### src/rtl/pic_pkg.sv
// Shared types and helpers for the interrupt acknowledge sequencer.
// Latency: n/a (declarations only).
// Backpressure: n/a.
package pic_pkg;

    localparam int LEVEL_W    = 3;
    localparam int VEC_W      = 8;
    localparam int NUM_LEVELS = 1 << LEVEL_W;
    localparam int RANK_W     = LEVEL_W + 1;

    typedef enum logic [1:0] {
        IDLE,
        ACK1,
        ACK2
    } state_t;

    // A spurious acknowledge reports level 7, as the original 8259 does.
    localparam logic [NUM_LEVELS-1:0] SPURIOUS_LEVEL = 8'h80;

    function automatic logic [NUM_LEVELS-1:0] level_decode(input logic [LEVEL_W-1:0] lvl);
        return NUM_LEVELS'(1) << lvl;
    endfunction

    function automatic logic [LEVEL_W-1:0] onehot_index(input logic [NUM_LEVELS-1:0] v);
        logic [LEVEL_W-1:0] idx;
        idx = '0;
        for (int i = 0; i < NUM_LEVELS; i++) begin
            if (v[i]) idx = idx | LEVEL_W'(i);
        end
        return idx;
    endfunction

endpackage

### src/rtl/pending_resolver.sv
// Rotated-priority arbiter: picks the highest-priority pending level and decides eligibility.
// Latency: purely combinational.
// Backpressure: none.
module pending_resolver
    import pic_pkg::*;
(
    input  logic [NUM_LEVELS-1:0] pending,
    input  logic [LEVEL_W-1:0]    priority_rotate,
    input  logic [NUM_LEVELS-1:0] highest_level_in_service,
    input  logic                  special_mask_mode,
    output logic [NUM_LEVELS-1:0] winner,
    output logic                  eligible
);

    logic [LEVEL_W-1:0] lvl;
    logic [RANK_W-1:0]  win_rank;
    logic [RANK_W-1:0]  isr_rank;
    logic               found;
    logic               isr_found;

    // Rank 0 is the level just above priority_rotate; an empty ISR keeps rank NUM_LEVELS,
    // below every real level.
    always_comb begin
        winner    = '0;
        found     = 1'b0;
        isr_found = 1'b0;
        win_rank  = RANK_W'(NUM_LEVELS);
        isr_rank  = RANK_W'(NUM_LEVELS);
        lvl       = '0;
        for (int i = 0; i < NUM_LEVELS; i++) begin
            lvl = priority_rotate + LEVEL_W'(i + 1);
            if (!found && pending[lvl]) begin
                winner[lvl] = 1'b1;
                found       = 1'b1;
                win_rank    = RANK_W'(i);
            end
            if (!isr_found && highest_level_in_service[lvl]) begin
                isr_found = 1'b1;
                isr_rank  = RANK_W'(i);
            end
        end
        eligible = found && (special_mask_mode || (win_rank < isr_rank));
    end

endmodule

### src/rtl/inta_sequencer.sv
// 8259-style INTA sequencer: raises int_out, runs the two-pulse acknowledge, drives the vector, issues EOIs.
// Latency: request to int_out 1 cycle; INTA edge to pulses/vector on the same clock as the state change.
// Backpressure: none; the CPU paces the sequence through inta_n.
module inta_sequencer
    import pic_pkg::*;
(
    input  logic                  clk,
    input  logic                  rst_n,
    input  logic [NUM_LEVELS-1:0] interrupt_request_register,
    input  logic [NUM_LEVELS-1:0] interrupt_mask,
    input  logic [NUM_LEVELS-1:0] highest_level_in_service,
    input  logic [LEVEL_W-1:0]    priority_rotate,
    input  logic                  special_mask_mode,
    input  logic                  inta_n,
    input  logic [4:0]            vector_base,
    input  logic                  auto_eoi_config,
    input  logic                  eoi_command,
    input  logic                  eoi_specific,
    input  logic [LEVEL_W-1:0]    eoi_level,
    output logic                  int_out,
    output logic                  latch_in_service,
    output logic [NUM_LEVELS-1:0] interrupt,
    output logic [NUM_LEVELS-1:0] clear_interrupt_request,
    output logic [NUM_LEVELS-1:0] end_of_interrupt,
    output logic [VEC_W-1:0]      data_out,
    output logic                  data_out_enable
);

    state_t                state, state_nxt;
    logic [NUM_LEVELS-1:0] pending, winner;
    logic                  eligible;
    logic                  inta_prev, inta_edge;
    logic                  spurious, spurious_nxt;
    logic                  int_out_nxt, latch_nxt;
    logic [NUM_LEVELS-1:0] interrupt_nxt, clear_nxt, eoi_nxt;
    logic [NUM_LEVELS-1:0] auto_eoi_vec, cmd_eoi_vec;
    logic [VEC_W-1:0]      data_out_nxt;

    assign pending   = interrupt_request_register & ~interrupt_mask;
    assign inta_edge = inta_prev && !inta_n;

    pending_resolver u_resolver (
        .pending                  (pending),
        .priority_rotate          (priority_rotate),
        .highest_level_in_service (highest_level_in_service),
        .special_mask_mode        (special_mask_mode),
        .winner                   (winner),
        .eligible                 (eligible)
    );

    always_comb begin
        state_nxt     = state;
        spurious_nxt  = spurious;
        int_out_nxt   = 1'b0;
        latch_nxt     = 1'b0;
        interrupt_nxt = interrupt;
        clear_nxt     = '0;
        data_out_nxt  = data_out;
        auto_eoi_vec  = '0;
        cmd_eoi_vec   = '0;
        if (eoi_command) begin
            cmd_eoi_vec = eoi_specific ? level_decode(eoi_level) : highest_level_in_service;
        end
        case (state)
            IDLE: begin
                if (inta_edge) begin
                    state_nxt     = ACK1;
                    spurious_nxt  = !eligible;
                    interrupt_nxt = eligible ? winner : SPURIOUS_LEVEL;
                    latch_nxt     = eligible;
                    clear_nxt     = eligible ? winner : '0;
                end else begin
                    int_out_nxt = eligible;
                end
            end
            ACK1: begin
                // Vector is built from the level frozen at the first edge, not the live requests.
                if (inta_edge) begin
                    state_nxt    = ACK2;
                    data_out_nxt = {vector_base, onehot_index(interrupt)};
                end
            end
            ACK2: begin
                if (inta_n) begin
                    state_nxt = IDLE;
                    if (auto_eoi_config && !spurious) auto_eoi_vec = interrupt;
                end
            end
            default: state_nxt = IDLE;
        endcase
        eoi_nxt = auto_eoi_vec | cmd_eoi_vec;
    end

    // inta_prev resets low so an inta_n held low across reset is not seen as an edge.
    always_ff @(posedge clk or negedge rst_n) begin
        if (!rst_n) begin
            state                   <= IDLE;
            inta_prev               <= 1'b0;
            spurious                <= 1'b0;
            int_out                 <= 1'b0;
            latch_in_service        <= 1'b0;
            interrupt               <= '0;
            clear_interrupt_request <= '0;
            end_of_interrupt        <= '0;
            data_out                <= '0;
        end else begin
            state                   <= state_nxt;
            inta_prev               <= inta_n;
            spurious                <= spurious_nxt;
            int_out                 <= int_out_nxt;
            latch_in_service        <= latch_nxt;
            interrupt               <= interrupt_nxt;
            clear_interrupt_request <= clear_nxt;
            end_of_interrupt        <= eoi_nxt;
            data_out                <= data_out_nxt;
        end
    end

    assign data_out_enable = (state == ACK2) && !inta_n;

endmodule

### config.mk
export PLATFORM = sky130hd
export DESIGN_NAME = inta_sequencer
export DESIGN_NICKNAME = d
export VERILOG_FILES = /design/src/rtl/pic_pkg.sv /design/src/rtl/pending_resolver.sv /design/src/rtl/inta_sequencer.sv
export SDC_FILE = /design/constraint.sdc
export NUM_CORES = 1
export LEC_CHECK = 0
export CAP_MARGIN = 10
export CORE_ASPECT_RATIO = 0.7
export CORE_MARGIN = 4
export CORE_UTILIZATION = 47
export CTS_CLUSTER_DIAMETER = 40
export CTS_CLUSTER_SIZE = 16
export DETAILED_ROUTE_END_ITERATION = 12
export PLACE_DENSITY_LB_ADDON = 0.08
export SYNTH_ARGS = -nofsm -noshare
export SYNTH_HDL_FRONTEND = slang
export SYNTH_SLANG_ARGS = --single-unit
### constraint.sdc
create_clock -name clk -period 4.3 [get_ports clk]
set_input_delay 0.86 -clock clk [delete_from_list [all_inputs] [get_ports clk]]
set_output_delay 0.86 -clock clk [all_outputs]
set_load 0.02 [all_outputs]
==> run metrics, run 1 <==
Startpoint Class input pin; # rows 25; Post-DP Area 0.004588 mm2; Antenna Nets Post-Route 0; die height 78.25 um; CTS root buf clkbuf_8; register area share after synthesis 28.70%; DRT Pass-1 Iters 4; largest net degree at the start of global routing 39; asr flop ratio synth between 90% and 100%; Slowest cell on crit path mux4_2; Crit. End Element flop; CTS tree done; initial core utilization 48.81%; normalized max-slew margin 37.95%; first-pass GRT wire length ~18 mm; number of flops mapped to enable cells by yosys 0; YS warnings 0; Ports 77; final hold vios 0; CP Class in -> reg; CP cell instances clkdlybuf4s50_1 > mux4_2 > or2_1 > mux4_2 > nor3_4 > buf_4 > buf_4 > nand2_1 > ha_2 > o21ai_0 > a221oi_1 > a21oi_1 > a41oi_2 > nand2b_4 > inv_2 > a21oi_1; final wirelength 10.95 mm; vias in the first global route between 3,000 and 4,000; area of the multi-input gates 0.002297 mm2; initial antenna violation count 0; post-synthesis cell area about 0.0033 mm2; Placeable Area 0.006788 mm2; worst vdd rail ir drop around 250 uV; Congestion Overflow GR 0; Max Cap Viol 0; syn avg cell area about 9.6 um2; CTS Sinks 38; Max Fclk about 0.24 GHz; wire per inst roughly 19 um; Leak Pwr 2.047 nW; design area 0.004847 mm2; DIE AREA 0.008478 mm2; number of I/O port buffers 76; crit-path max cell delay ~0.51 ns; Slew Limit Fails 0; Min-Delay Path Depth 1; Synth Instances about 340; fill cell count between 500 and 600; detailed placement HPWL approximately 8.7 mm; critical-path maximum fanout 7; commonest non-fill, non-tap cell in the layout buf_4; flop2flop setup slack 2.60 ns; Post-Synthesis Net Count approximately 400; Via density 6.115; worst clock skew approximately 0.0077 ns; Initial DRC Count approximately 260; FF+latch count, synth 38; vias ~3,500; Most used DFF post-synth dfrtp_1; Syn-to-layout area delta 46.30%; # DRC 0; crit share post-route a little over nine tenths; gr usage total between 20% and 30%; top cell family by delay on the critical path multiplexers; Worst-path clk slew ~0.080 ns; GP Congestion ~1; measured slew at the worst slew-check pin roughly 0.92 ns; Sequential Area 950.9 um2; most frequent cells in the layout buf_4 (71), clkdlybuf4s50_1 (65), dfrtp_1 (38); clock tree buffer depth 2; Clk Latency, worst-skew pair roughly 0.3 ns; H-tree Lvls 2; share of cells above drive strength 1 about 30%; Final Net Count 530; diode count 0; final setup violation count 0; CTS Buf Count 5; Power, Total between 0.0015 and 0.002 W; Setup Total Neg Slack 0 ns; PwrDens ~380 mW/mm2; HP Class reg -> reg; Die X roughly 110 um; fin crit period 4.092 ns; R2R depth 3; Critical Path AT about 4.3 ns; Worst path depth 16; fin util a little under three quarters; Bufs and invs on worst path 4; synth unique cells between 60 and 70; status finished clean; Worst Path Required ~4.5 ns
==> worst paths after layout <==
kind                                              from             endpoint
max                        highest_level_in_service[1]         interrupt[7]
min                                           state[1]             state[0]
max reg2reg                                  inta_prev          data_out[4]
min reg2reg                                   state[1]             state[0]
max in group asynchronous                        rst_n  end_of_interrupt[3]
min in group asynchronous                        rst_n          data_out[7]
==> cell usage after synthesis, types with 3 or more instances <==
master | count | area, um2
a41oi_1 | 3 | 26.28
nand3_1 | 9 | 45.04
dfrtp_1 | 38 | 950.9
buf_2 | 4 | 20.02
clkbuf_1 | 9 | 33.78
o22ai_1 | 6 | 37.54
nor2b_1 | 6 | 37.54
ha_1 | 9 | 112.6
a211oi_1 | 3 | 22.52
mux2_2 | 8 | 90.09
nor3b_1 | 3 | 22.52
nand2_1 | 22 | 82.58
a21oi_1 | 13 | 65.06
mux4_2 | 24 | 540.5
xnor2_1 | 3 | 26.28
and2_1 | 6 | 37.54
nand3b_1 | 5 | 37.54
nand2b_1 | 9 | 56.30
buf_6 | 3 | 33.78
a21boi_0 | 4 | 30.03
a22o_1 | 9 | 78.83
a32oi_1 | 3 | 26.28
a31oi_1 | 4 | 25.02
a21o_1 | 4 | 30.03
o211ai_1 | 5 | 37.54
inv_1 | 18 | 67.56
nor4_1 | 9 | 56.30
o21ai_2 | 3 | 26.28
mux2i_1 | 7 | 70.07
nor3_1 | 6 | 30.03
or2_1 | 3 | 18.77
buf_4 | 3 | 22.52
o21ai_0 | 17 | 85.08
nor2_1 | 32 | 120.1
==> cell families after synthesis <==
| logic type | Yosys count | share of synthesized area [%] |
|---|---|---|
| flip-flops | 38 | 28.70 |
| adder cells (fa/ha/maj) | 9 | 3.399 |
| buffers and inverters | 38 | 5.475 |
| XOR/XNOR | 4 | 1.058 |
| AO/OA/AOI/OAI | 92 | 19.90 |
| multiplexers | 39 | 21.15 |
| AND/OR/NAND/NOR | 124 | 20.32 |
==> worst register-to-register path, cell delays in order, from the launching register on <==
cell     delay [ns]
dfrtp_1        0.33
nor2b_1        0.32
and3b_1        0.53
mux2_2         0.40
==> timing repair <==
item | CTS | global route
buffers inserted | 4 | 2
pin swaps | 7 | 7
gates resized for setup | 14 | 9
endpoints found under the setup margin | 19 | 14
hold buffers | 0 | 0
cloned | 1 | 0
==> routing by layer <==
layer / GRT usage, % / vias up / part of all wire (%)
li1: - / 1583 / -
met1: 38.89 / 1742 / 44
met2: 39.14 / 177 / 44
met3: 8.299 / 8 / 11
met4: 2.774 / 0 / 0.60
met5: 0 / - / 0
==> report_power, final <==
group / leakage [nW] / switching [W] / internal [W]
combinational: 1.49 / 0.000458 / 0.000467
sequential: 0.489 / 0.0000936 / 0.000447
clock: 0.0683 / 0.000137 / 0.000232
==> metrics by stage <==
| step | instances | hold slack (ns) | worst slack [ns] |
|---|---|---|---|
| 6_report | 574 | 0.5117 | 0.2084 |
| 5_1_grt | 574 | 0.5414 | -0.006733 |
| 4_1_cts | 572 | 0.5140 | 0.04850 |
| 3_5_place_dp | 559 | 0.4927 | -0.5223 |
| 3_3_place_gp | 559 | 0.4866 | -0.3697 |
| 2_1_floorplan | 344 | 0.4571 | 0.004891 |
==> flip-flops by register name, indices dropped and copies added, names as in the netlist <==
name	flops
data_out	8
state	2
latch_in_service	1
interrupt	8
inta_prev	1
spurious	1
clear_interrupt_request	8
end_of_interrupt	8
int_out	1
==> cell type report <==
type	count	share of cell area, %
clock buffers	5	1.420
clock inverters	3	1.420
inverters	18	1.394
multi-input cells	269	47.39
flip-flops and latches	38	19.62
well taps	94	2.426
repair buffers	147	26.33
(Power assumes the default switching activity.)
==> inputs of run 2 (changes only) <==
--- a/config.mk
+++ b/config.mk
@@ -10,8 +10,9 @@
 export CORE_MARGIN = 4
 export CORE_UTILIZATION = 47
 export CTS_CLUSTER_DIAMETER = 40
-export CTS_CLUSTER_SIZE = 16
+export CTS_CLUSTER_SIZE = 25
 export DETAILED_ROUTE_END_ITERATION = 12
+export DONT_BUFFER_PORTS = 1
 export PLACE_DENSITY_LB_ADDON = 0.08
 export SYNTH_ARGS = -nofsm -noshare
 export SYNTH_HDL_FRONTEND = slang
==> constraint.sdc (replaced) <==
create_clock -name clk -period 3.7 [get_ports clk]
set_input_delay 0.74 -clock clk [delete_from_list [all_inputs] [get_ports clk]]
set_output_delay 0.74 -clock clk [all_outputs]
set_load 0.02 [all_outputs]
==> run 2 against run 1 <==
The run now ends with negative setup slack left. Worst setup slack got worse by 0.24 ns. Clock power fell by 21%. First-iteration DRC count fell by 20%. Sequential cell count did not move. Cell count fell by 14%. Via count fell by 13%. Largest power group is now registers. Global-route usage fell by 1.5 points. Utilization fell by 12 points. Critical path depth fell by 1. Highest routed layer unchanged.
==> run metrics, run 2 (synthesized netlist as in run 1, its figures left out) <==
CP Class in -> reg (unchanged); HP Class in -> async (was reg -> reg); Slew Limit Fails 0 (unchanged); gr usage total 24.84% (was 26.29%); initial core utilization 48.81% (unchanged); fin crit period between 3 and 4 ns; DIE AREA 0.008478 mm2 (unchanged); design area 0.004044 mm2 (was 0.004847 mm2); R2R depth 3 (unchanged); Slowest cell on crit path mux4_2 (unchanged); top cell family by delay on the critical path compound AO/OA/AOI/OAI gates (was multiplexers); detailed placement HPWL 7.932 mm (was 8.734 mm); Reg-to-Reg Start state[0] (was inta_prev); final wirelength 10.25 mm (was 10.95 mm); worst clock skew 0.01010 ns (was 0.007653 ns); Top Usage Layer GRT met1 (was met2); FF-to-FF End end_of_interrupt[0] (was data_out[4]); Crit. End Element flop (unchanged); most frequent cells in the layout buf_4 (64), dfrtp_1 (38), nor2_1 (30) (was buf_4 (71), clkdlybuf4s50_1 (65), dfrtp_1 (38)); wire per inst 20.87 um (was 19.07 um); share of cells above drive strength 1 34.26% (was 29.79%); Startpoint Class input pin (unchanged); Reg power frac 42.2% (was 29.5%); Ports 77 (unchanged); Net Switching 0.0007483 W (was 0.0006878 W); vias 3,055 (was 3,510); fill cell count 588 (was 526); Final Net Count 447 (was 530); Leak Pwr 1.698 nW (was 2.047 nW); Congestion Overflow GR 0 (unchanged); measured slew at the worst slew-check pin 0.9492 ns (was 0.9237 ns); CP cell instances inv_6 > ha_4 > mux4_2 > or2_0 > mux4_2 > nor3_4 > or2b_1 > ha_4 > a211oi_4 > o211ai_1 > a2bb2oi_2 > a41oi_2 > buf_4 > a211oi_4 > a21o_1 (was clkdlybuf4s50_1 > mux4_2 > or2_1 > mux4_2 > nor3_4 > buf_4 > buf_4 > nand2_1 > ha_2 > o21ai_0 > a221oi_1 > a21oi_1 > a41oi_2 > nand2b_4 > inv_2 > a21oi_1); Worst path depth 15 (was 16); Critical Path AT 3.96 ns (was 4.32 ns); Clk pwr share 16.1% (was 20.1%); area of the multi-input gates 0.002312 mm2 (was 0.002297 mm2); Placeable Area 0.006788 mm2 (unchanged); vias in the first global route 3,024 (was 3,419); switching portion of total power 41.32% (was 37.48%); crit share post-route 100.7%; # rows 25 (unchanged); largest net degree at the start of global routing 55 (was 39); Worst Path Required 3.93 ns (was 4.53 ns); Initial DRC Count 210 (was 261); status finished with violations (was finished clean); global routing met2 resource utilization 36.91% (was 39.14%); normalized max-slew margin 36.24% (was 37.95%); clock tree buffer depth 2 (unchanged); Max Cap Viol 0 (unchanged); CTS Sinks 38 (unchanged); H-tree Lvls 2 (unchanged); Bufs and invs on worst path 2 (was 4); RSZ-0062 raised after global routing true; Antenna Nets Post-Route 0 (unchanged); crit path from priority_rotate[0] (was highest_level_in_service[1]); met1 Use GR 37.50% (was 38.89%); # hold bufs at CTS 0 (unchanged); final setup violation count 4 (was 0); Power, Total 0.001811 W (was 0.001835 W); first-pass GRT wire length 16.38 mm (was 17.55 mm); CTS Buf Count 5 (unchanged); # DRC 0 (unchanged); diode count 0 (unchanged); flop2flop setup slack 1.92 ns (was 2.60 ns); CTS tree done (unchanged); met3 GRT Util 6.820% (was 8.299%); number of I/O port buffers 0 (was 76); CP Capture Point interrupt[3] (was interrupt[7]); crit-path max cell delay 0.51 ns (about the same); Max Fclk 0.2683 GHz; GP Congestion 0.9294 (was 0.9949); Post-DP Area 0.003722 mm2 (was 0.004588 mm2); worst setup margin -0.02729 ns (was 0.2084 ns); Via density 6.222 (was 6.115); PwrDens 447.9 mW/mm2 (was 378.6 mW/mm2); Die X 108.4 um (unchanged); CTS root buf clkbuf_8 (unchanged); Syn-to-layout area delta 22.05% (was 46.30%); Setup Total Neg Slack -0.05896 ns (was 0 ns); Comb power frac 41.7% (was 50.4%); critical-path maximum fanout 54 (was 7); final hold vios 0 (unchanged); Worst-path clk slew 0.08 ns (about the same); failing checks negative setup slack; internal power 0.001063 W (was 0.001147 W); die height 78.25 um (unchanged); commonest non-fill, non-tap cell in the layout buf_4 (unchanged); Clk Latency, worst-skew pair 0.28 ns (was 0.30 ns); initial antenna violation count 0 (unchanged); fin util 59.58% (was 71.41%); worst vdd rail ir drop 275.3 uV (was 245.6 uV); DP Worst Slack -0.3976 ns (was -0.5223 ns); DRT Pass-1 Iters 5 (was 4); Sequential Area 950.9 um2 (unchanged)
[run 2: changes by cell type in the layout (fill, tap and decap cells not counted), moves of 2 or more]
| cell | before | now |
|---|---|---|
| clkdlybuf4s50_1 | 65 | 0 |
| dlygate4sd2_1 | 8 | 0 |
| buf_4 | 71 | 64 |
| inv_2 | 5 | 1 |
| o21ai_0 | 16 | 13 |
| o21ai_2 | 3 | 6 |
| buf_2 | 2 | 0 |
| bufinv_16 | 2 | 0 |
| nor2_1 | 32 | 30 |
| nor2_2 | 0 | 2 |
[run 2: repair_timing]
action,in CTS,in global routing
pin swaps,8,5
gates resized for setup,9,18
gates cloned,1,0
setup buffers,12,3
setup endpoints to repair,13,19
[run 2: how the worst min path moves through the flow]
stage          slack, ns   from  cells after the start                          to
2_1_floorplan       0.44  rst_n                      0  clear_interrupt_request[0]
3_3_place_gp        0.45  rst_n                      0                 data_out[7]
3_5_place_dp        0.45  rst_n                      0                 data_out[7]
4_1_cts             0.14  rst_n                      0  clear_interrupt_request[7]
5_1_grt             0.12  rst_n                      0  clear_interrupt_request[7]
6_report            0.14  rst_n                      0                 data_out[7]
[run 2: area by class of cell]
cell class,instances,share of cell area [%]
timing repair buffer,64,11.88
sequential,38,23.51
clock inverter,2,0.3094
multi-input combinational,269,57.18
clock buffer,6,2.042
inverter,18,2.166
tap,94,2.908
[run 2: power groups by stage]
stage / clock, W / sequential, W / combinational, W
after CTS: 0.000297 / 0.000761 / 0.000694
after global routing: 0.000325 / 0.000778 / 0.000822
after global placement: 0 / 0.000766 / 0.000607
final: 0.000292 / 0.000764 / 0.000755
after floorplan: 0 / 0.000711 / 0.000471
after detailed placement: 0 / 0.000767 / 0.000625
[run 2: per-stage QoR]
step,hold slack (ns),cells
6_report,0.1394,491
5_1_grt,0.1192,491
4_1_cts,0.1366,488
3_5_place_dp,0.4452,467
3_3_place_gp,0.4451,467
2_1_floorplan,0.4444,344
[run 2: per-layer routing]
metal | wire length (um) | up-vias
met5 | 0 | -
met4 | 42 | 0
met3 | 854 | 4
met2 | 4593 | 127
met1 | 4756 | 1507
li1 | - | 1417
